**src/rtl/uart_pkg.sv**
```systemverilog
// Shared types and constants for the 8N1 UART receiver.
package uart_pkg;

  // Receiver FSM states.
  typedef enum logic [1:0] {
    IDLE  = 2'd0,
    START = 2'd1,
    DATA  = 2'd2,
    STOP  = 2'd3
  } rx_state_t;

  // Depth of the received-byte FIFO.
  localparam int RX_FIFO_DEPTH = 4;

  // Width of one received character.
  localparam int RX_DATA_W = 8;

  // Clocks per bit: truncated quotient of clock rate over baud rate.
  // The receiver relies on this being at least 8.
  function automatic int uart_div(input int clk_freq, input int uart_baud_rate);
    return clk_freq / uart_baud_rate;
  endfunction

endpackage

```
**src/rtl/uart_rx_fifo.sv**
```systemverilog
// Four-entry byte FIFO for the UART receiver. Head byte and non-empty flag
// are registered. A push and a pop on a full FIFO in the same cycle both
// succeed. A push that finds no room is reported on 'drop'.
module uart_rx_fifo
  import uart_pkg::*;
(
  input  logic                 clk,
  input  logic                 rst,
  input  logic                 push,
  input  logic [RX_DATA_W-1:0] push_data,
  input  logic                 pop,
  output logic [RX_DATA_W-1:0] head,
  output logic                 valid,
  output logic                 drop
);

  localparam int PTR_W = $clog2(RX_FIFO_DEPTH);
  localparam logic [PTR_W:0] DEPTH_CNT = (PTR_W + 1)'(RX_FIFO_DEPTH);
  localparam logic [PTR_W:0] ONE_CNT   = (PTR_W + 1)'(1);

  logic [RX_DATA_W-1:0] mem [RX_FIFO_DEPTH];
  logic [PTR_W-1:0]     wr_ptr;
  logic [PTR_W-1:0]     rd_ptr;
  logic [PTR_W-1:0]     rd_ptr_inc;
  logic [PTR_W:0]       count;
  logic [PTR_W:0]       count_next;
  logic                 full;
  logic                 pop_ok;
  logic                 push_ok;
  logic [RX_DATA_W-1:0] head_next;

  assign full       = (count == DEPTH_CNT);
  assign pop_ok     = pop && (count != '0);
  // The pop frees the slot first, so a full FIFO still accepts a push
  // when a pop happens in the same cycle.
  assign push_ok    = push && (!full || pop_ok);
  assign drop       = push && !push_ok;
  assign rd_ptr_inc = rd_ptr + 1'b1;

  // Next occupancy from the accepted push/pop pair.
  always_comb begin
    // NOTE: every always_comb output gets a default first so no path leaves
    // it unassigned; otherwise synthesis infers a latch.
    count_next = count;
    case ({push_ok, pop_ok})
      2'b10:   count_next = count + 1'b1;
      2'b01:   count_next = count - 1'b1;
      default: count_next = count;
    endcase
  end

  // Next head byte: changes only on a pop or on a push into an empty FIFO.
  always_comb begin
    head_next = head;
    if (pop_ok) begin
      if (count > ONE_CNT) begin
        head_next = mem[rd_ptr_inc];
      end else if (push_ok) begin
        head_next = push_data;
      end
    end else if (push_ok && (count == '0)) begin
      head_next = push_data;
    end
  end

  // Storage array, written at the write pointer on an accepted push.
  always_ff @(posedge clk or posedge rst) begin
    if (rst) begin
      // NOTE: the storage is cleared on reset so the head register never
      // exposes undefined contents; this costs a reset net on every bit,
      // so only reset a memory when that visibility is actually required.
      for (int i = 0; i < RX_FIFO_DEPTH; i++) begin
        mem[i] <= '0;
      end
    end else if (push_ok) begin
      mem[wr_ptr] <= push_data;
    end
  end

  // Pointers, occupancy and the registered head/valid outputs.
  always_ff @(posedge clk or posedge rst) begin
    if (rst) begin
      wr_ptr <= '0;
      rd_ptr <= '0;
      count  <= '0;
      head   <= '0;
      valid  <= 1'b0;
    end else begin
      if (push_ok) begin
        wr_ptr <= wr_ptr + 1'b1;
      end
      if (pop_ok) begin
        rd_ptr <= rd_ptr_inc;
      end
      count <= count_next;
      head  <= head_next;
      valid <= (count_next != '0);
    end
  end

endmodule

```
**src/rtl/uart_rx.sv**
```systemverilog
// 8N1 UART receiver: two-flop line synchronizer, falling-edge start detect,
// mid-bit sampling at DIV clocks per bit, framing-error pulse, sticky
// overrun flag and a four-entry ready/valid byte FIFO.
module uart_rx
  import uart_pkg::*;
#(
  parameter int clk_freq       = 100000000,
  parameter int uart_baud_rate = 1152000
) (
  input  logic                 clk,
  input  logic                 rst,
  input  logic                 uart_rxd,
  output logic [RX_DATA_W-1:0] rx_data,
  output logic                 rx_valid,
  input  logic                 rx_ready,
  output logic                 frame_err,
  output logic                 overrun,
  input  logic                 overrun_clr,
  output logic                 busy
);

  localparam int DIV   = uart_div(clk_freq, uart_baud_rate);
  localparam int CNT_W = $clog2(DIV);

  // Full bit period and half bit period reload values for the bit timer.
  localparam logic [CNT_W-1:0] CNT_BIT  = CNT_W'(DIV - 1);
  localparam logic [CNT_W-1:0] CNT_HALF = CNT_W'(DIV / 2 - 1);

  logic                 rxd_meta;
  logic                 rxd_sync;
  logic                 rxd_prev;
  logic                 start_edge;

  rx_state_t            state;
  logic [CNT_W-1:0]     cnt;
  logic [2:0]           idx;
  logic [RX_DATA_W-1:0] shreg;
  logic                 bit_tick;

  logic                 push;
  logic                 pop;
  logic                 fifo_drop;

  // Bring the asynchronous line into the clock domain; keep the previous
  // synchronized value for falling-edge detection. Idle level is high.
  always_ff @(posedge clk or posedge rst) begin
    if (rst) begin
      rxd_meta <= 1'b1;
      rxd_sync <= 1'b1;
      rxd_prev <= 1'b1;
    end else begin
      // NOTE: non-blocking assignments make each flop load the value its
      // predecessor held before the edge; blocking ones would collapse the
      // chain into a single flop.
      rxd_meta <= uart_rxd;
      rxd_sync <= rxd_meta;
      rxd_prev <= rxd_sync;
    end
  end

  assign start_edge = rxd_prev && !rxd_sync;
  assign bit_tick   = (cnt == '0);

  // Good stop bit sampled: hand the assembled byte to the FIFO this edge,
  // so it shows up on rx_valid one clock after the sample.
  assign push = (state == STOP) && bit_tick && rxd_sync;
  assign pop  = rx_valid && rx_ready;
  assign busy = (state != IDLE);

  // Receiver FSM: start validation, LSB-first data shift, stop check.
  always_ff @(posedge clk or posedge rst) begin
    if (rst) begin
      state     <= IDLE;
      cnt       <= '0;
      idx       <= '0;
      shreg     <= '0;
      frame_err <= 1'b0;
    end else begin
      frame_err <= 1'b0;
      case (state)
        IDLE: begin
          if (start_edge) begin
            state <= START;
            cnt   <= CNT_HALF;
          end
        end

        START: begin
          if (bit_tick) begin
            if (!rxd_sync) begin
              state <= DATA;
              cnt   <= CNT_BIT;
              idx   <= '0;
            end else begin
              // Line is high again at mid-start: a glitch, not a frame.
              state <= IDLE;
            end
          end else begin
            cnt <= cnt - 1'b1;
          end
        end

        DATA: begin
          if (bit_tick) begin
            shreg <= {rxd_sync, shreg[RX_DATA_W-1:1]};
            cnt   <= CNT_BIT;
            if (idx == 3'd7) begin
              state <= STOP;
            end else begin
              idx <= idx + 1'b1;
            end
          end else begin
            cnt <= cnt - 1'b1;
          end
        end

        STOP: begin
          if (bit_tick) begin
            // Back to IDLE right at mid-stop so a new start edge is caught
            // without requiring any extra idle time.
            state     <= IDLE;
            frame_err <= !rxd_sync;
          end else begin
            cnt <= cnt - 1'b1;
          end
        end

        default: state <= IDLE;
      endcase
    end
  end

  // Sticky overrun: set when a good byte finds no room; set beats clear.
  always_ff @(posedge clk or posedge rst) begin
    if (rst) begin
      overrun <= 1'b0;
    end else if (fifo_drop) begin
      overrun <= 1'b1;
    end else if (overrun_clr) begin
      overrun <= 1'b0;
    end
  end

  uart_rx_fifo u_fifo (
    .clk       (clk),
    .rst       (rst),
    .push      (push),
    .push_data (shreg),
    .pop       (pop),
    .head      (rx_data),
    .valid     (rx_valid),
    .drop      (fifo_drop)
  );

endmodule

```
**config.mk**
```make
export PLATFORM = sky130hd
export DESIGN_NAME = uart_rx
export DESIGN_NICKNAME = d
export VERILOG_FILES = /design/src/rtl/uart_pkg.sv /design/src/rtl/uart_rx_fifo.sv /design/src/rtl/uart_rx.sv
export SDC_FILE = /design/constraint.sdc
export NUM_CORES = 1
export LEC_CHECK = 0
export ABC_CLOCK_PERIOD_IN_PS = 9500
export BUFFER_PORTS_ARGS = -buffer_cell sky130_fd_sc_hd__buf_4
export CORE_ASPECT_RATIO = 2
export CORE_MARGIN = 2
export CORE_UTILIZATION = 60
export DETAILED_ROUTE_END_ITERATION = 10
export PLACE_DENSITY = 0.78
export SYNTH_ARGS = -nofsm -noshare
export SYNTH_HDL_FRONTEND = slang
export SYNTH_SLANG_ARGS = --single-unit
```
**constraint.sdc**
```tcl
create_clock -name clk -period 9.5 [get_ports clk]
set_clock_uncertainty 0.1 [all_clocks]
set_input_delay 0.95 -clock clk [delete_from_list [all_inputs] [get_ports clk]]
set_output_delay 0.95 -clock clk [all_outputs]
set_load 0.01 [all_outputs]
```
==> impl_summary.md, run 1 <==
Setup path
STA classifies the critical path endpoint as a register. The highest fanout seen on the critical path is 9. The slowest cell on the critical path is dfrtp_1. The arrival time reported for the critical path endpoint is 3.42 ns. The kind of launch point of the worst setup path is a register. The data required time of the worst path is about 9.6 ns. The signal on the critical path passes through inv_1 -> ha_1 -> nor4b_4 -> nand2_2 -> nor3b_2 -> buf_4 -> inv_1 -> ha_1 -> nor2_1 -> mux2_2 -> a22oi_1 -> nand2_1 -> or3_1. The setup path with the least slack is of type reg2reg. The biggest cell delay along the critical path is ~0.37 ns.

Finish
In the layout the commonest cells are dfrtp_1, mux2_4, o21ai_0. Summing all multi-input logic gate instances after layout gives ~0.0018 mm2. The number of fill cells is roughly 430. The number of antenna cells inserted is 0. Leaving out fill and tap cells, the most frequent cell in the layout is dfrtp_1. For this run, the post-layout net count is around 330. The area of all sequential standard cells is 0.00183 mm2. Compared with the post-synthesis result, the final layout area differs by 13.1%. The share of layout cells above drive strength 1 is 0.317.

Global routing
The first global-routing pass estimated between 10,000 and 15,000 um of wire. After global routing the overflow that remains totals 0. The largest net degree at the start of global routing is 74.

The via count of the first global-routing pass is 2,308. The number of antenna violations at the first check in global routing came to 0. The global-route track usage on met2 is 0.371. For this run, global-route usage on met3 was measured as 0.0506.

The layer flagged by global routing as most heavily used is met2. The global-route usage over all layers is 0.229. For this run, global-route usage on met1 was measured as 0.284.

Drt
The average wire length per cell after detail routing is about 18 um. For this block, the routed nets add up to approximately 6500 um of wire. The number of vias after detailed routing is about 2,200. After detailed routing, the number of remaining DRC violations is 0. The first-pass iteration count of the detailed router is 4. For this block, the initial DRC count from the detailed router was between 80 and 90.

In the routed layout, each cell is associated on average with a via count of around 6. In this run the remaining antenna-violating nets after routing total 0.

Synthesis
Yosys printed 0 warnings. The average cell area after synthesis is approximately 13 um2. Counting flops and latches in the post-synthesis netlist gives 73. For this run, the leading register cell type out of synthesis is dfrtp_1. In this run the cell area of the synthesized design comes to about 0.0037 mm2. Yosys attributes the largest share of cell area to dfrtp_1, mux2_4, ha_1.

The top-area cell type share of the netlist area is 0.475. Counting flops with a built-in enable in the synthesized netlist gives 0. The number of library cell types mapped by synthesis is slightly above 40. The share of the Yosys chip area taken by registers is 0.496. After synthesis, the share of flip-flops with an asynchronous set or reset is 1.00.

The leading area contributor after synthesis is dfrtp_1. The number of nets handed over by synthesis was approximately 310. The gate count of the mapped netlist is 282.

STA
The final count of pins violating max slew is 0. The worst-case headroom to the max-slew limit is 0.299. The time the worst path needs with I/O delays and setup is 3.31 ns. For the pin with the worst max-slew slack, the measured transition is 1.04 ns. The sum of negative setup slack is 0 ns. Setup repair after global routing left no endpoint under its margin. The fraction of the cycle the final worst path needs is 0.348. Setup violations remaining at the end of the flow were counted as 0. Timing would allow up to 0.302 GHz. The number of hold-slack violations in the final timing report was 0.

Floorplan
The die height is around 110 um. Measured along the x axis, the die boundary spans 59.4 um. The starting density of the core is 0.619. The area inside the core boundary is 0.00596 mm2. The count of standard-cell rows is 40.

During I/O placement, the number of pins put on the boundary was 17. The overall die area is 0.00683 mm2.

Clocking
In this run the post-CTS setup repair buffer count came out at 0. The clock sink count is 73. The number of buffers added by the clock tree synthesis step is 9. The maximum buffer depth of the clock tree is 2. The clock insertion delay at the later pin of the skew report is 0.34 ns. After clock tree synthesis, the repair step resized 0 gates. The clock tree from TritonCTS is built.

The level count of the clock H-tree is 3. The root buffer cell is clkbuf_16. Buffers inserted to repair hold after CTS numbered 0. The CTS clock-pin slew for the worst setup and hold paths is 0.05 ns.

Pwr
The share of total power dissipated in sequential elements is 0.410. The internal power of the cells totals between 600 and 700 uW. The design draws around 970 uW. The switching power summed over all nets is 307 uW.

The highest ir drop seen on vdd is 0.000201 V. The combinational share of power is 0.241. In this run the static leakage power is 0.00210 uW. Power spread over the standard cell area amounts to around 230 mW/mm2. Of the total power, the share spent switching nets is 0.315. The share of total power dissipated in the clock network is 0.349.

Placed design
The half-perimeter wire length after detailed placement is around 4500 um. The weighted congestion at the end of routability-driven global placement is between 0.8 and 0.9. The number of port buffers is 16.

Run status
The run finished with clean final reports.

Worst hold path
The worst min-delay path category is reg2reg.

Flow run
The max-cap check violation count is 0.
==> layout make-up <==
class,instances,share of cell area
clock buffer,13,0.0624
clock inverter,2,0.00900
inverter,18,0.0162
multi-input combinational,184,0.421
sequential,73,0.439
tap,63,0.0189
timing repair buffer,19,0.0342
==> routing by layer <==
metal,up-vias,share of wire
met5,-,0
met4,0,0.025
met3,14,0.026
met2,41,0.52
met1,1069,0.43
li1,1043,-
==> stage by stage <==
step	instances	setup WS (ns)	hold slack [ns]	utilization	area (um2)
6_report	372	6.19	0.259	0.700	4170
5_1_grt	372	5.98	0.269	0.700	4170
4_1_cts	372	6.18	0.262	0.700	4170
3_5_place_dp	357	6.18	0.254	0.650	3870
3_3_place_gp	357	6.29	0.255	0.650	3870
2_1_floorplan	282	6.48	0.245	-	3690
==> flip-flops by register name, summed over array words and instances, names as in the netlist, 2 cells and up, named ones only <==
signal         cells
u_fifo.wr_ptr      2
cnt                7
u_fifo.mem        32
shreg              8
u_fifo.count       3
idx                3
u_fifo.rd_ptr      2
u_fifo.head        8
==> path summary, 6_finish.rpt <==
check                         start            to  slack [ns]  depth (start not counted)
setup / recovery             cnt[1]  u_fifo.valid        6.19                         13
hold / removal             rxd_meta      rxd_sync        0.26                          0
setup reg to reg             cnt[1]  u_fifo.valid        6.19                         13
hold reg to reg            rxd_meta      rxd_sync        0.26                          0
max in group asynchronous       rst        cnt[3]        7.94                          3
min in group asynchronous       rst        cnt[5]        0.80                          3
==> cell usage after synthesis (all sizes together) (3+ instances only) <==
library cell and instances:
dfrtp 70, mux2 42, o21ai 27, nand2 24
ha 18, inv 18, mux2i 12, nor2 11
mux4 8, a21oi 7, buf 4, nand3 4
clkbuf 3, dfstp 3, nand2b 3, nor3b 3
or2 3
==> cell families after synthesis <==
group	synth area share
compound gates	0.0675
xor+xnor	0.00712
fa+ha+maj	0.0611
buf+inv	0.0282
flops	0.496
mux	0.242
simple gates	0.0977
==> worst max-delay path: cells and delay by family, from the launching register on <==
kind / cells / cell delay, ns
compound gates: 1 / 0.18
simple gates: 6 / 1.23
buf+inv: 3 / 0.46
mux: 1 / 0.27
flops: 1 / 0.37
fa+ha+maj: 2 / 0.56
==> power groups by stage <==
stage	Clock, uW	Sequential, uW	Combinational [uW]
global route	355	405	261
floorplan	0	377	200
finish	340	399	235
global placement	0	403	229
CTS	344	399	235
detailed placement	0	404	233
No activity file was read; power rests on OpenSTA's default activity.
==> inputs of run 2 (changes only) <==
Settings changed: ABC_CLOCK_PERIOD_IN_PS 9500 to 3320.
Clock period 9.5 ns to 3.32 ns, I/O delays scaled along.
==> impl_summary.md, run 2 (same netlist as run 1, synthesis figures left out) <==
Finish
The number of cells in the finished layout apart from fillers is 377. In the final layout, the registers with the most flip-flops are u_fifo.mem x32, shreg x8, u_fifo.head x8. The number of fill cells is 422. In the layout the commonest cells are dfrtp_1, mux2_4, o21ai_0.

The register with the most flip-flops is u_fifo.mem. The area overhead of the layout relative to synthesis is 14.0%. In the final layout, the share of cells above drive strength 1 is 0.325. The register with the most flip-flops in the layout has 32 of them. The library cell used most frequently in the layout, excluding fill and tap cells, is dfrtp_1. The net count reported at finish is between 300 and 400. 0 antenna diodes ended up in the layout.

Clocking
The tree is rooted in a clkbuf_16. The clock insertion delay at the later pin of the skew report is approximately 0.34 ns. The number of instances resized during post-cts repair is 0. TritonCTS built the clock tree. TritonCTS created 9 clock buffers. The level count of the clock H-tree is 3. The clock sink count is 73. The CTS clock-pin slew for the worst setup and hold paths is around 0.05 ns. The maximum buffer depth of the clock tree is 2.

Drt
Dividing the detail-routed wire length by the instance count gives between 15 and 20 um. The number of vias after detailed routing is around 2,200. For this block, the routed nets add up to just under 7000 um of wire. The ratio of routed vias to standard cells is slightly below 6. For this run, design rule violations remaining after detail routing come to 0. The DRC violation total after the first TritonRoute iteration is 120. The first-pass iteration count of the detailed router is 4. The count of nets left with antenna violations once routing finished came out at 0.

Setup path
In this run the critical register-to-register path is captured at u_fifo.valid. The kind of launch point of the worst setup path is a register. STA classifies the critical path endpoint as a register. The highest fanout seen on the critical path is 7. The worst register-to-register path has a setup slack of 0.29 ns. In this run the critical register-to-register path is launched from cnt[0].

STA puts the critical path data arrival time at 3.14 ns. Counting cells, the worst reg-to-reg path comes to 12. The data required time of the worst path is 3.43 ns. The worst setup path is of the reg2reg kind.

Placed design
Detailed placement finished with a half-perimeter wire length of approximately 4800 um. The weighted congestion at the end of routability-driven global placement is 0.829. In this run the tool buffered the top-level ports with 16 buffer cells.

In this run, placement finished with an instance count of 359.

Worst hold path
For hold timing, the worst endpoint is overrun. The worst hold path was traced through 2 stages. The worst min-delay path category is in2reg. The startpoint identified for the worst hold timing path is overrun_clr.

STA
Dividing the final minimum period by the clock period gives 0.913. Setup violations remaining at the end of the flow were counted as 0. Setup repair after global routing left no endpoint under its margin. For the pin with the worst max-slew slack, the measured transition is between 0.7 and 0.8 ns. Subtracting the final worst setup slack from the clock period gives around 3 ns. The number of hold-slack violations in the final timing report was 0.

The final count of pins violating max slew is 0. Setup total negative slack on the finished layout was measured at 0 ns. Headroom to the max-slew limit came out at 0.517. The upper clock frequency limit is approximately 0.33 GHz. The tightest hold path in the finished design has a slack of 0.0963 ns.

Pwr
Power spread over the standard cell area amounts to ~670 mW/mm2. In this run the static leakage power is between 0.002 and 0.0025 uW. The highest ir drop seen on vdd is roughly 0.00046 V.

Global routing
The largest net degree at the start of global routing is 29. The total overflow left after global routing is 0. The global-route usage over all layers is 0.243.

The wire length of the first global-routing pass is ~12,000 um. The via count of the first global-routing pass was 2,449. The number of antenna violations at the first check in global routing is 0.

Floorplan
The overall die area is around 0.0068 mm2. The initial utilization of the core area, before any placement, comes to 0.619. 17 I/O pins were placed. The floorplan has 40 rows. The die height is between 100 and 150 um. The area inside the core boundary is 0.00596 mm2. The die span in x is about 59 um.

Flow run
The max-cap check violation count is 0.

Run status
The run finished with clean final reports.
-- run 2: how the worst max path moves through the flow --
stage	slack (ns)	startpoint	end
2_1_floorplan	0.34	cnt[0]	u_fifo.valid
3_3_place_gp	0.40	cnt[0]	u_fifo.valid
3_5_place_dp	0.30	cnt[0]	u_fifo.valid
4_1_cts	0.29	cnt[0]	u_fifo.valid
5_1_grt	0.06	cnt[0]	u_fifo.valid
6_report	0.29	cnt[0]	u_fifo.valid
-- run 2: per-layer routing --
layer | part of all wire | track usage
met1 | 0.39 | 0.287
met2 | 0.55 | 0.411
met3 | 0.027 | 0.0450
met4 | 0.029 | 0.120
met5 | 0 | 0
-- run 2: stage by stage --
stage | utilization | worst slack [ns] | power [uW] | area, um2
after global placement | 0.653 | 0.400 | 1810 | 3890
final | 0.706 | 0.288 | 2800 | 4210
after detailed placement | 0.653 | 0.299 | 1840 | 3890
after global routing | 0.706 | 0.0592 | 2940 | 4210
after floorplan | - | 0.337 | 1650 | 3690
after CTS | 0.706 | 0.287 | 2810 | 4210
-- run 2: area by class of cell --
cell class                      instances  area, um2  area share
Timing Repair Buffer                   23        178      0.0422
Clock inverter                          5       55.1      0.0131
Tap cell                               63       78.8      0.0187
Inverter                               18       67.6      0.0161
Clock buffer                           11        243      0.0577
Multi-Input combinational cell        184       1750       0.417
Sequential cell                        73       1830       0.435
-- run 2: critical path: stages, from the launching register on --
cell and delay (ns):
dfrtp_1 0.39, inv_1 0.07, ha_1 0.22, nor4b_4 0.33, nand2_2 0.17, nor3b_2 0.26, inv_1 0.07, ha_1 0.36
nor2_1 0.08, mux2_2 0.26, a22oi_1 0.18, nand2_1 0.08, or3_1 0.34
-- run 2: power breakdown --
group	total (uW)	switching [uW]	internal, uW
clock network	962	363	599
logic	694	379	315
registers	1140	157	986
-- run 2: what timing repair did --
action	4_1_cts	5_1_grt
endpoints found under the hold margin	19	0
setup buffers	0	0
hold buffers	2	0
==> inputs of run 3 (changes only) <==
Settings changed: CTS_BUF_LIST from default to sky130_fd_sc_hd__clkbuf_2.
==> impl_summary.md, run 3 (same netlist as run 1, synthesis figures left out) <==
Clocking
The number of clock buffers added by TritonCTS is 9. In this run the deepest clock path goes through 2 buffers. The clock sink count is 73. The level count of the clock H-tree is 3. TritonCTS built the clock tree. The number of setup buffers added after CTS is 0. The root buffer cell is clkbuf_2. The CTS clock-pin slew for the worst setup and hold paths is ~0.19 ns. The clock reaches the later pin of the worst-skew pair after between 0.5 and 0.6 ns.

Finish
The combined area of the multi-input logic cells is approximately 0.0018 mm2. The area overhead of the layout relative to synthesis is 9.19%. The number of antenna cells inserted is 0. In the final layout, the share of cells above drive strength 1 is 0.324. The flip-flop count of the largest register after layout is 32. In the final layout, the registers with the most flip-flops are u_fifo.mem x32, shreg x8, u_fifo.head x8. The net count of the finished layout is approximately 330. The sequential cells in the finished layout cover a total of between 0.0015 and 0.002 mm2. The leading cell type in the layout, fill and taps excluded is dfrtp_1. The number of fill cells is 452. The utilization after layout is 0.676.

The library cells used most frequently in the layout, excluding fill and tap cells, are dfrtp_1, mux2_4, o21ai_0. Counting flops per register, the top entry is u_fifo.mem.

Setup path
The critical path start-end classification is reg2reg. The biggest cell delay along the critical path is approximately 0.44 ns. The arrival time reported for the critical path endpoint is ~3.4 ns. The kind of launch point of the worst setup path is a register. Traced cell by cell, the critical path runs through inv_1 -> ha_1 -> nor4b_4 -> nand2_2 -> nor3b_2 -> inv_1 -> ha_1 -> nor2_1 -> mux2_2 -> a22oi_1 -> nand2_1 -> or3_1. At the worst endpoint, the required time is ~3.7 ns. STA classifies the critical path endpoint as a register. Among all stages on the critical path, the largest delay is contributed by dfrtp_1. Of all nets on the critical path, the largest fanout is 7.

Drt
The DRC violation total after the first TritonRoute iteration is a little under 90. The count of nets left with antenna violations after detail routing is 0. The average wire length per cell after detail routing is 17.9 um. Wires add up to slightly below 7000 um. The number of vias after detailed routing is between 2,000 and 2,500.

The ratio of routed vias to standard cells is roughly 6. The first TritonRoute pass finished after 4 iterations. For this run, design rule violations remaining after detail routing come to 0.

STA
Derived from the worst setup path, the maximum achievable clock frequency is approximately 0.33 GHz. Subtracting the final worst setup slack from the clock period gives between 3 and 4 ns. The number of hold-slack violations in the final timing report is 0. Setup repair after global routing left no endpoint under its margin. Summed over all failing endpoints, the final setup total negative slack is 0 ns. The final count of pins violating max slew came to 0. Setup violations remaining at the end of the flow were counted as 0.

The worst-case headroom to the max-slew limit is 0.526. For the pin with the worst max-slew slack, the measured transition is a little over 0.7 ns. In the finished design, the share of the clock period the worst path needs comes to 0.915.

Global routing
The via count of the first global-routing pass is ~2,500. The global-route track usage on met2 is 0.407. For met1 alone, demand over resource in global routing was 0.271.

The global routing stage identified its most utilized layer as met2. The total congestion overflow after global routing is 0. The global-route usage over all layers is 0.237. The first global-routing pass estimated 11,900 um of wire. The largest net degree at the start of global routing is 29. The global-route met3 utilization is 0.0495. The number of antenna violations at the first check in global routing was 0.

Placed design
The half-perimeter wire length after detailed placement is 4770 um. The number of port buffers is 16. The weighted congestion at the end of routability-driven global placement is between 0.8 and 0.9.

Floorplan
The die height is between 100 and 150 um. In this run the count of I/O pins placed on the die edge is 17. The die span in x is around 59 um. The initial utilization of the core area, before any placement, comes to 0.619. The core region is between 0.005 and 0.006 mm2.

Row generation in the floorplan step produced 40 rows. The die covers between 0.006 and 0.007 mm2.

Flow run
The tool flagged a number of max-cap violations equal to 0.

Run status
The flow ran to the end, and the final reports show no timing, DRC or antenna violations.

Pwr
The highest ir drop seen on vdd is ~0.00055 V. The total power per unit cell area is 576 mW/mm2. The leakage power total is about 0.0021 uW.

Worst hold path
The worst hold path belongs to the class in2reg.
[run 3: cell count changes in the layout (fill, tap and decap cells not counted), sizes merged]
cell / delta
dlygate4sd3: +1
clkinv: +1
clkbuf: -1
[run 3: layout make-up]
cell class | instances | share of cell area
Sequential cell | 73 | 0.454
Timing Repair Buffer | 24 | 0.0466
Clock buffer | 10 | 0.0124
Inverter | 18 | 0.0168
Clock inverter | 6 | 0.0146
Multi-Input combinational cell | 184 | 0.436
Tap cell | 63 | 0.0196
[run 3: metal layers]
layer,vias to the layer above,routed length (um)
li1,1050,-
met2,40,3750
met3,15,202
met5,-,0
met1,1156,2650
met4,0,168
[run 3: critical path, delay by kind of cell, from the launching register on]
kind | cells | cell delay, ns
and+or+nand+nor | 6 | 1.26
adders and majority gates | 2 | 0.57
DFF | 1 | 0.44
muxes | 1 | 0.26
AOI/OAI and AO/OA | 1 | 0.18
buffers and inverters | 2 | 0.14
[run 3: final timing paths]
path	start	endpoint	slack, ns	cells past startpoint
min	rx_ready	overrun	0.04	4
max in group asynchronous	rst	u_fifo.mem[19]	2.14	4
max	cnt[0]	u_fifo.valid	0.28	12
max reg2reg	cnt[0]	u_fifo.valid	0.28	12
min in group asynchronous	rst	cnt[6]	0.22	3
min reg2reg	rxd_meta	rxd_sync	0.27	0
[run 3: per-stage QoR]
stage	power [uW]	cells	cell area (um2)	setup WS, ns	hold WS, ns
floorplan	1650	282	3690	0.337	0.236
global placement	1810	359	3890	0.400	0.247
detailed placement	1840	359	3890	0.299	0.249
CTS	2330	378	4030	0.267	0.0406
global route	2460	378	4030	0.0387	0.106
finish	2320	378	4030	0.283	0.0431
[run 3: what timing repair did]
item,in CTS,in global routing
gates resized for setup,0,0
hold buffers,3,0
endpoints found under the hold margin,20,0
[run 3: report_power, final]
part	leakage [uW]	switching [uW]	total, uW	internal, uW
Clock	0.0000654	320	491	171
Combinational	0.000994	373	688	315
Sequential	0.000991	156	1140	984
Total	0.00205	849	2320	1470
